$ cat config.mk
export PLATFORM = sky130hd
export DESIGN_NAME = axis_frame_ctrl
export DESIGN_NICKNAME = d
export VERILOG_FILES = /design/src/rtl/nn_acc_pkg.sv /design/src/rtl/axis_frame_ctrl.sv
export SDC_FILE = /design/constraint.sdc
export NUM_CORES = 1
export LEC_CHECK = 0
export CAP_MARGIN = 20
export CORE_AREA = 4 4 207 209
export DETAILED_ROUTE_END_ITERATION = 7
export DIE_AREA = 0 0 211 213
export PLACE_DENSITY = 0.55
export SYNTH_ARGS = -nofsm -noshare
export SYNTH_HDL_FRONTEND = slang
export SYNTH_SLANG_ARGS = --single-unit
$ cat constraint.sdc
create_clock -name ACLK -period 4.78 [get_ports ACLK]
set_clock_uncertainty 0.1 [all_clocks]
set_input_delay 0.478 -clock ACLK [delete_from_list [all_inputs] [get_ports ACLK]]
set_output_delay 0.478 -clock ACLK [all_outputs]
set_load 0.03 [all_outputs]
$ cat src/rtl/nn_acc_pkg.sv
// Shared constants for the accelerator stream front end: state encoding, default widths.
package nn_acc_pkg;

    localparam int DEF_DATA_WIDTH      = 128;
    localparam int DEF_BEATS_PER_FRAME = 7;
    localparam int FRAME_CNT_W         = 16;

    localparam logic [1:0] LOAD  = 2'd0;
    localparam logic [1:0] START = 2'd1;
    localparam logic [1:0] WAIT  = 2'd2;
    localparam logic [1:0] SEND  = 2'd3;

    typedef enum logic [1:0] {
        ST_LOAD  = LOAD,
        ST_START = START,
        ST_WAIT  = WAIT,
        ST_SEND  = SEND
    } fsm_state_t;

endpackage

$ cat src/rtl/axis_frame_ctrl.sv
// Loads one frame into the image buffer, kicks the core, returns its result as a 1-beat frame; TLAST check under AXIS_FRAME_CTRL_TLAST_CHECK_EN.
// Latency: last input beat t -> core_start t+1; core_done d -> result valid d+1.
// Backpressure: input ready only while loading; result held stable until downstream ready.
module axis_frame_ctrl
    import nn_acc_pkg::*;
#(
    parameter int DATA_WIDTH      = DEF_DATA_WIDTH,
    parameter int BEATS_PER_FRAME = DEF_BEATS_PER_FRAME,
    parameter int ADDR_W          = $clog2(BEATS_PER_FRAME)
) (
    input  logic                   ACLK,
    input  logic                   ARESETN,
    input  logic [DATA_WIDTH-1:0]  S_AXIS_TDATA,
    input  logic                   S_AXIS_TVALID,
    output logic                   S_AXIS_TREADY,
    input  logic                   S_AXIS_TLAST,
    output logic [DATA_WIDTH-1:0]  M_AXIS_TDATA,
    output logic                   M_AXIS_TVALID,
    input  logic                   M_AXIS_TREADY,
    output logic                   M_AXIS_TLAST,
    output logic                   img_wr_en,
    output logic [ADDR_W-1:0]      img_wr_addr,
    output logic [DATA_WIDTH-1:0]  img_wr_data,
    output logic                   core_start,
    input  logic                   core_done,
    input  logic [DATA_WIDTH-1:0]  core_result,
    output logic                   busy,
    output logic [FRAME_CNT_W-1:0] frame_cnt,
    output logic                   frame_err,
    input  logic                   err_clr
);

    localparam logic [ADDR_W-1:0] LAST_BEAT = ADDR_W'(BEATS_PER_FRAME - 1);

    fsm_state_t             state;
    logic [ADDR_W-1:0]      beat_cnt;
    logic [DATA_WIDTH-1:0]  res_q;
    logic                   m_vld_q;
    logic                   busy_q;
    logic [FRAME_CNT_W-1:0] frame_cnt_q;
    logic                   in_hs;
    logic                   last_beat;

    assign S_AXIS_TREADY = (state == ST_LOAD);
    assign in_hs         = S_AXIS_TREADY & S_AXIS_TVALID;
    assign last_beat     = (beat_cnt == LAST_BEAT);

    assign img_wr_en     = in_hs;
    assign img_wr_addr   = beat_cnt;
    assign img_wr_data   = S_AXIS_TDATA;
    assign core_start    = (state == ST_START);

    assign M_AXIS_TVALID = m_vld_q;
    assign M_AXIS_TDATA  = res_q;
    assign M_AXIS_TLAST  = (state == ST_SEND);
    assign busy          = busy_q;
    assign frame_cnt     = frame_cnt_q;

    // Frames are delimited purely by beat count; TLAST only feeds the error flag.
    always_ff @(posedge ACLK or negedge ARESETN) begin
        if (!ARESETN) begin
            state       <= ST_LOAD;
            beat_cnt    <= '0;
            res_q       <= '0;
            m_vld_q     <= 1'b0;
            busy_q      <= 1'b0;
            frame_cnt_q <= '0;
        end else begin
            case (state)
                ST_LOAD: begin
                    if (in_hs) begin
                        if (last_beat) begin
                            beat_cnt <= '0;
                            busy_q   <= 1'b1;
                            state    <= ST_START;
                        end else begin
                            beat_cnt <= beat_cnt + ADDR_W'(1);
                        end
                    end
                end
                ST_START: state <= ST_WAIT;
                ST_WAIT: begin
                    if (core_done) begin
                        res_q   <= core_result;
                        m_vld_q <= 1'b1;
                        state   <= ST_SEND;
                    end
                end
                ST_SEND: begin
                    if (M_AXIS_TREADY) begin
                        frame_cnt_q <= frame_cnt_q + FRAME_CNT_W'(1);
                        m_vld_q     <= 1'b0;
                        busy_q      <= 1'b0;
                        state       <= ST_LOAD;
                    end
                end
                default: state <= ST_LOAD;
            endcase
        end
    end

`ifdef AXIS_FRAME_CTRL_TLAST_CHECK_EN
    logic err_q;
    logic tlast_bad;

    assign tlast_bad = in_hs & (S_AXIS_TLAST != last_beat);
    assign frame_err = err_q;

    // A new error outranks a simultaneous clear.
    always_ff @(posedge ACLK or negedge ARESETN) begin
        if (!ARESETN) begin
            err_q <= 1'b0;
        end else if (tlast_bad) begin
            err_q <= 1'b1;
        end else if (err_clr) begin
            err_q <= 1'b0;
        end
    end
`else
    logic unused_tlast_chk;

    assign unused_tlast_chk = &{1'b0, S_AXIS_TLAST, err_clr};
    assign frame_err        = 1'b0;
`endif

endmodule

==> After elaboration in Yosys (flattened, before gate mapping) <==
Cells that the tools add are included.
{ "word_totals": {"regBits": 151, "inputBits": 263, "word_cells": 38} }
{ "classes": {"add_sub_neg": 2, "eq_ne": 8, "n_mux": 12, "bitwise_logic": 1, "n_reduce_logical": 9} }
{ "op_table": {"columns": ["operator", "count"], "rows": [
  ["$add 16x1->16 const B", 1],
  ["$mux 2", 4],
  ["$pmux 2 s4", 1],
  ["$reduce_and 4->1", 2],
  ["$reduce_and 2->1", 3],
  ["$eq 2x2->1 const B", 2],
  ["$mux 1", 4],
  ["$ne 2x1->1 const B", 2],
  ["$ne 2x2->1 const B", 2],
  ["$pmux 1 s2", 2],
  ["$reduce_bool 2->1", 2],
  ["$add 3x1->3 const B", 1],
  ["$eq 3x3->1 const B", 1],
  ["$mux 3", 1],
  ["$reduce_and 3->1", 1],
  ["$eq 2x1->1 const B", 1],
  ["$logic_not 2->1", 1],
  ["$and 1x1->1", 1]
]} }

==> Depth between registers and ports, before layout <==
Gate-level depths: netlist of run 1.
{ "logic_depth": {"depth_word": 4, "depth_mapped": 7, "ltp_nobuf": 6} }

==> Least setup slack after synthesis of run 1 <==
No wires, ideal clock.
{ "synth_timing": {"path_type": "register to register", "from": "reg state[0]", "to": "reg beat_cnt[0] (netlist: img_wr_addr[0])", "setup_time_ns": 0.125, "t_arrival_ns": 1.828, "path_slack_ns": 2.727, "stages_incl_launch_ff": 6, "path_buffers": 1, "period_less_slack_ns": 2.053, "cell_sequence": "dfrtp_1 inv_1 ha_1 and2_1 clkbuf_1 mux2_2"} }
{ "synth_via": {"elab_chain_cells": 3} }
{ "synth_rtl": {"columns": ["item", "line_no", "source"], "rows": [
  ["start, declared", "axis_frame_ctrl.sv:35", "fsm_state_t state;"],
  ["start signal, assigned", "axis_frame_ctrl.sv:62", "state <= ST_LOAD;"],
  ["start signal, assigned", "axis_frame_ctrl.sv:75", "state <= ST_START;"],
  ["start signal, assigned", "axis_frame_ctrl.sv:81", "ST_START: state <= ST_WAIT;"],
  ["$logic_not 2->1", "axis_frame_ctrl.sv:44", "assign S_AXIS_TREADY = (state == ST_LOAD);"],
  ["via S_AXIS_TREADY", "axis_frame_ctrl.sv:15", "output logic S_AXIS_TREADY,"],
  ["$and 1x1->1", "axis_frame_ctrl.sv:45", "assign in_hs = S_AXIS_TREADY & S_AXIS_TVALID;"],
  ["via img_wr_en", "axis_frame_ctrl.sv:21", "output logic img_wr_en,"],
  ["$reduce_and 2->1 (no source line)", null, null],
  ["end signal, assigned", "axis_frame_ctrl.sv:77", "beat_cnt <= beat_cnt + ADDR_W'(1);"],
  ["end, declared", "axis_frame_ctrl.sv:36", "logic [ADDR_W-1:0] beat_cnt;"]
]} }
The timed path passes the listed nets, and every way through them passes these cells.
A chain may end at the register's enable or synchronous reset.

==> Final worst setup path of run 1 <==
{ "layout_timing": {"from": "reg state[0]", "to": "out img_wr_en"} }
{ "layout_via": {"elab_chain_cells": 2} }
{ "layout_rtl": {"columns": ["item", "line_no"], "rows": [
  ["$logic_not 2->1", "axis_frame_ctrl.sv:44"],
  ["$and 1x1->1", "axis_frame_ctrl.sv:45"],
  ["end, declared", "axis_frame_ctrl.sv:21"]
]} }
No other way between the ends.

==> metrics, run 1 <==
ys async rst share=1.000; Post-Place Worst Slack=2.245 ns; final design utilization=0.2431; clock latency on the worst-skew pair=0.46 ns; vias in the first global route=4585; WL final=18.99 mm; initial core utilization=0.1663; worst hold path class=reg2reg; path depth of the worst reg2reg path=5; list of most frequent post-synthesis cells=151 x dfrtp_1, 131 x mux2_2, 129 x buf_4; FF+latch count, synth=151; number of synthesized flops with an enable pin=0; initial antenna violation count=1; synthesized area per cell=13.55 um^2; H-tree depth=4; CTS tree=built; Synth warnings=0; CTS Buf Count=17; num rows=74; most area-hungry cell type in the Yosys netlist=dfrtp_1; RD Place Congestion=0.6671; FILL cells=4306; GR Overflow Total=0; Synth Instances=501; DR vias=4292; number of hold violations in the final report=0; netlist area before placement=6790 um^2; post-CTS sizing=0; DRC viols=0; setup TNS=0 ns; max-slew violation count=0; leakage=4.030 nW; CTS sink count=151; share of layout cells above drive strength 1=0.2482; Critical Path End Type=primary output; Hold Path End=frame_cnt[15]; DP Cell Count=1177; Power Density=731.5 nW/um^2; via-per-instance ratio=3.550; Post-CTS Setup Bufs=0; most common cell in the synthesized netlist=dfrtp_1; largest net degree at the start of global routing=86; fin crit share=0.5854; reg-to-reg slack, setup=2.52 ns; RSZ-0062 raised after global routing=false; Layout area overhead=46.18%; chip height=213 um; Synth top area share=0.5565; maximum fanout along the worst path=6; WL/cell=15.71 um; Arr. time, crit path=2.22 ns; worst slew pin tran=0.6890 ns; Hold Buf Count CTS=1; Slew HR=0.5407; critical path launch point type=register; max-cap viol count=0; Max Fclk=357.4 MHz; Post-Layout Cell Count=1209; Peak supply drop=0.3014 mV; Min-Delay Path Depth=1; Area contributors post-synth=dfrtp_1 56%, mux2_2 22%, buf_4 14%; clock buffer depth=2; Die ar.=44940 um^2; Synth Flop Type=dfrtp_1; Final #Nets=934; ant diodes=0; worst r2r src=state[0]; Synth Net Count=770; area of the core=40830 um^2; Total Routing Usage GR=0.08376; Hold Worst Slack=0.3803 ns; post-synthesis cell type count=27; outcome=completed; Critical Path RT=4.20 ns; Hold Path Origin=frame_cnt[15]; sequential share of the synthesized area=0.5565; drt first pass iters=4; I/O pins=545; clk slew on worst S/H paths=0.06 ns; CP Class=reg2out; Port-buffer cells=285; fin worst setup slack=1.982 ns; Chip Width=211 um; Min Clock Period, post-route=2.798 ns; 1st-iter DRT viols=137; Final ANT Viol Nets=0; Final Setup Violations=0; global-route wire length before repair=27.73 mm; dpl hpwl=14.28 mm; RR Endpoint=M_AXIS_TDATA[56]; Root Driver=clkbuf_16
## area by class of cell
cell class | instances | area, um^2 | area share
inverter | 6 | 22.52 | 0.002269
tap | 532 | 665.6 | 0.06706
sequential | 151 | 3779 | 0.3807
multi-input combinational | 200 | 1954 | 0.1969
clock buffer | 23 | 498.0 | 0.05017
clock inverter | 8 | 95.09 | 0.009580
timing repair buffer | 289 | 2912 | 0.2933
## worst max-delay path by stage
stage          startpoint               end  slack [ns]  cells past startpoint
6_report         state[0]         img_wr_en        1.98                      4
5_1_grt          state[0]         img_wr_en        1.82                      4
4_1_cts          state[0]         img_wr_en        1.91                      4
3_5_place_dp    core_done  M_AXIS_TDATA[41]        2.24                      4
3_3_place_gp    core_done  M_AXIS_TDATA[24]        2.27                      4
2_1_floorplan    state[0]    img_wr_addr[0]        2.73                      5
## placed cells by master (no fill, tap or decap), types with 2 or more instances in the layout
cell	synthesis	routed
clkinvlp_4	0	2
inv_1	6	6
clkinv_2	0	4
a31oi_1	2	2
dfrtp_1	151	151
nor2_1	4	4
ha_1	6	6
o21ai_0	4	4
clkbuf_8	0	5
and3_1	3	3
clkbuf_16	0	17
xor2_1	4	4
nand2_1	11	10
bufinv_16	0	2
clkdlybuf4s50_1	0	284
nor3_1	3	3
buf_12	0	2
mux2_2	131	131
xnor2_1	11	11
a21oi_1	3	3
nand3_1	8	8
## routing by layer
layer | GRT usage | part of all wire
met1 | 0.08297 | 0.35
met2 | 0.1234 | 0.45
met3 | 0.05363 | 0.13
met4 | 0.06886 | 0.067
met5 | 0 | 0.00068
## sequential cells by signal (all words and copies together), names as in the netlist
name and count:
img_wr_addr 3, M_AXIS_TDATA 128, busy 1, M_AXIS_TVALID 1
state 2, frame_cnt 16
## stage by stage
step,cell area [um^2],power [mW]
after floorplan,6790,4.525
after global placement,9323,5.918
after detailed placement,9323,5.961
after CTS,9926,7.405
after global routing,9926,7.673
final,9926,7.261
## where the power goes
part	internal (mW)	leakage, nW	switching (mW)	total [mW]
Clock	0.830	0.291	0.547	1.38
Combinational	1.72	1.93	1.94	3.66
Sequential	1.89	1.80	0.329	2.22
## critical path, stage by stage (launching register included)
cell and delay [ns]:
dfrtp_1 0.39, inv_1 0.13, ha_1 0.26, and2_1 0.26
clkdlybuf4s50_1 0.72
## logic make-up (layout without fill, tap and decap cells)
kind of cell,after synthesis,count (layout),synth area share
AO/OA/AOI/OAI,11,11,0.009397
XOR/XNOR,15,15,0.01935
adder cells (fa/ha/maj),6,6,0.01106
buffers and inverters,150,326,0.1568
flip-flops,151,151,0.5565
multiplexers,132,132,0.2187
other,1,1,0.0005523
AND/OR/NAND/NOR,35,35,0.02764
Power figures use the tool's default switching activity.
==> run 2: changes to the inputs <==
Settings changed: CORE_AREA 4 4 207 209 to 4 4 210 212, DIE_AREA 0 0 211 213 to 0 0 214 216, PLACE_DENSITY 0.55 to 0.54.
Clock period 4.78 ns to 2.85 ns, I/O delays scaled along.
==> run 2 against run 1 <==
  * Combinational power is 68% higher
  * Cell area is 0.23% higher
  * Via count is 0.82% lower
  * Clock-buffer cell count is 4 lower
  * Die area is 2.9% higher
  * Clock power is 60% higher
  * First-iteration DRC count is 0.73% lower
  * Global-route usage is 0.29 points lower
  * Wire length is 2.4% lower
  * Register-to-register slack worse by 1.5 ns
  * Largest power group unchanged
  * Highest routed layer is now met4
==> metrics, run 2 (synthesized netlist as in run 1, its figures left out) <==
outcome=completed (unchanged); num rows=75 (was 74); Largest register FFs=128 (unchanged); WL/cell=15.21 um (was 15.71 um); Chip Width=214 um (was 211 um); vias in the first global route=4679 (was 4585); sequential cell fraction of total power=0.308 (was 0.306); fin worst setup slack=0.2311 ns (was 1.982 ns); CTS Buf Count=17 (unchanged); max-slew violation count=0 (unchanged); drt first pass iters=4 (unchanged); Power Density=1216 nW/um^2 (was 731.5 nW/um^2); Min Clock Period, post-route=2.619 ns; Critical Path End Type=primary output (unchanged); initial antenna violation count=0 (was 1); final design utilization=0.2372 (was 0.2431); CTS tree=built (unchanged); worst hold path class=in2async (was reg2reg); commonest non-fill, non-tap cell in the layout=clkdlybuf4s50_1 (unchanged); clk slew on worst S/H paths=0.06 ns (about the same); chip height=216 um (was 213 um); H-tree depth=4 (unchanged); largest net degree at the start of global routing=79 (was 86); critical path launch point type=register (unchanged); RSZ-0062 raised after global routing=false (unchanged); setup TNS=0 ns (unchanged); share of power burned in the clock network=0.183 (was 0.190); RD Place Congestion=0.6901 (was 0.6671); cells along the critical path=inv_1 -> ha_1 -> and2_1 -> clkdlybuf4s50_1 (unchanged); max-cap viol count=0 (unchanged); via-per-instance ratio=3.495 (was 3.550); Port-buffer cells=285 (unchanged); I/O pins=545 (unchanged); commonest cells after routing, fill and taps aside=284 x clkdlybuf4s50_1, 151 x dfrtp_1, 131 x mux2_2 (unchanged); Total Routing Usage GR=0.08087 (was 0.08376); fin area=9948 um^2 (was 9926 um^2); initial core utilization=0.1619 (was 0.1663); Sw Ratio=0.3944 (was 0.3879); Arr. time, crit path=2.23 ns (was 2.22 ns); GR Overflow Total=0 (unchanged); global-route wire length before repair=27.94 mm (was 27.73 mm); Final Setup Violations=0 (unchanged); Peak supply drop=0.5727 mV (was 0.3014 mV); number of hold violations in the final report=0 (unchanged); CP top delay family=buffers and inverters (unchanged); DP Area=9364 um^2 (was 9323 um^2); leakage=4.035 nW (was 4.030 nW); clock buffer depth=2 (unchanged); Int Pwr=7.329 mW (was 4.444 mW); 1st-iter DRT viols=136 (was 137); WP buf/inv=2 (unchanged); Max Fclk=381.8 MHz; CP Class=reg2out (unchanged); Layout area overhead=46.51% (was 46.18%); final total power=12.10 mW (was 7.261 mW); ant diodes=0 (unchanged); fin crit share=0.9189; clock latency on the worst-skew pair=0.46 ns (about the same); Die ar.=46220 um^2 (was 44940 um^2); Post-CTS Setup Bufs=0 (unchanged); Final ANT Viol Nets=0 (unchanged); DRC viols=0 (unchanged); CP max stage delay=0.72 ns (about the same); area of the core=41950 um^2 (was 40830 um^2); Worst path slowest cell=clkdlybuf4s50_1 (unchanged); share of layout cells above drive strength 1=0.2518 (was 0.2482); Post-Place Worst Slack=0.7111 ns (was 2.245 ns); WL final=18.53 mm (was 18.99 mm); Critical Path RT=2.47 ns (was 4.20 ns); Gate power share=0.509 (was 0.505); DR vias=4257 (was 4292); dpl hpwl=14.11 mm (was 14.28 mm); CTS sink count=151 (unchanged); Net Switching=4.772 mW (was 2.816 mW); maximum fanout along the worst path=6 (unchanged); Final #Nets=935 (was 934); Root Driver=clkbuf_16 (unchanged)
-- run 2: cell count changes in the layout (fill, tap and decap cells not counted), sizes merged --
| cell | before | now |
|---|---|---|
| clkbuf | 23 | 19 |
| clkinv | 4 | 7 |
| inv | 6 | 9 |
| buf | 4 | 5 |
| bufinv | 2 | 1 |
-- run 2: final cells by class --
type / instances / area, um^2
multi-input combinational: 200 / 1954
sequential: 151 / 3779
tap: 539 / 674.4
timing repair buffer: 290 / 2944
clock inverter: 13 / 121.4
inverter: 6 / 22.52
fill: 4451 / 32000
clock buffer: 19 / 452.9
-- run 2: repair_timing --
item	in CTS	in global routing
gates resized for setup	0	0
hold buffers	1	0
hold endpoints to repair	151	0
-- run 2: final timing paths --
path | start | to | slack [ns] | depth (start not counted)
max | state[0] | img_wr_en | 0.23 | 4
min | ARESETN | M_AXIS_TDATA[30] | 0.15 | 2
max reg2reg | state[0] | M_AXIS_TDATA[99] | 0.99 | 5
min reg2reg | frame_cnt[15] | frame_cnt[15] | 0.38 | 1
max in group asynchronous | ARESETN | M_AXIS_TDATA[3] | 1.82 | 3
min in group ACLK | core_result[57] | M_AXIS_TDATA[57] | 0.33 | 2
-- run 2: per-layer routing --
metal	wire [um]	global-route usage	vias to the layer above
met3	2205	0.05316	73
met1	6281	0.07222	2031
met5	0	0	-
li1	-	-	1878
met4	958	0.06203	0
met2	9086	0.1302	275
-- run 2: worst register-to-register path: stages (launching register included) --
cell and delay [ns]:
dfrtp_1 0.37, inv_1 0.10, ha_1 0.29, nand2_4 0.12, buf_12 0.28, mux2_2 0.50
-- run 2: per-stage QoR --
step	cells	hold slack, ns
final	1218	0.1532
after global routing	1218	0.1190
after CTS	1218	0.1111
after detailed placement	1185	0.03029
after global placement	1185	0.02675
after floorplan	501	-0.1106
-- run 2: power by group through the flow --
stage	Sequential, mW	Clock [mW]	Combinational (mW)
2_1_floorplan	5.72	0	1.87
3_3_place_gp	3.72	0	6.23
3_5_place_dp	3.77	0	6.25
4_1_cts	3.75	2.33	6.26
5_1_grt	3.86	2.40	6.49
6_report	3.73	2.21	6.16
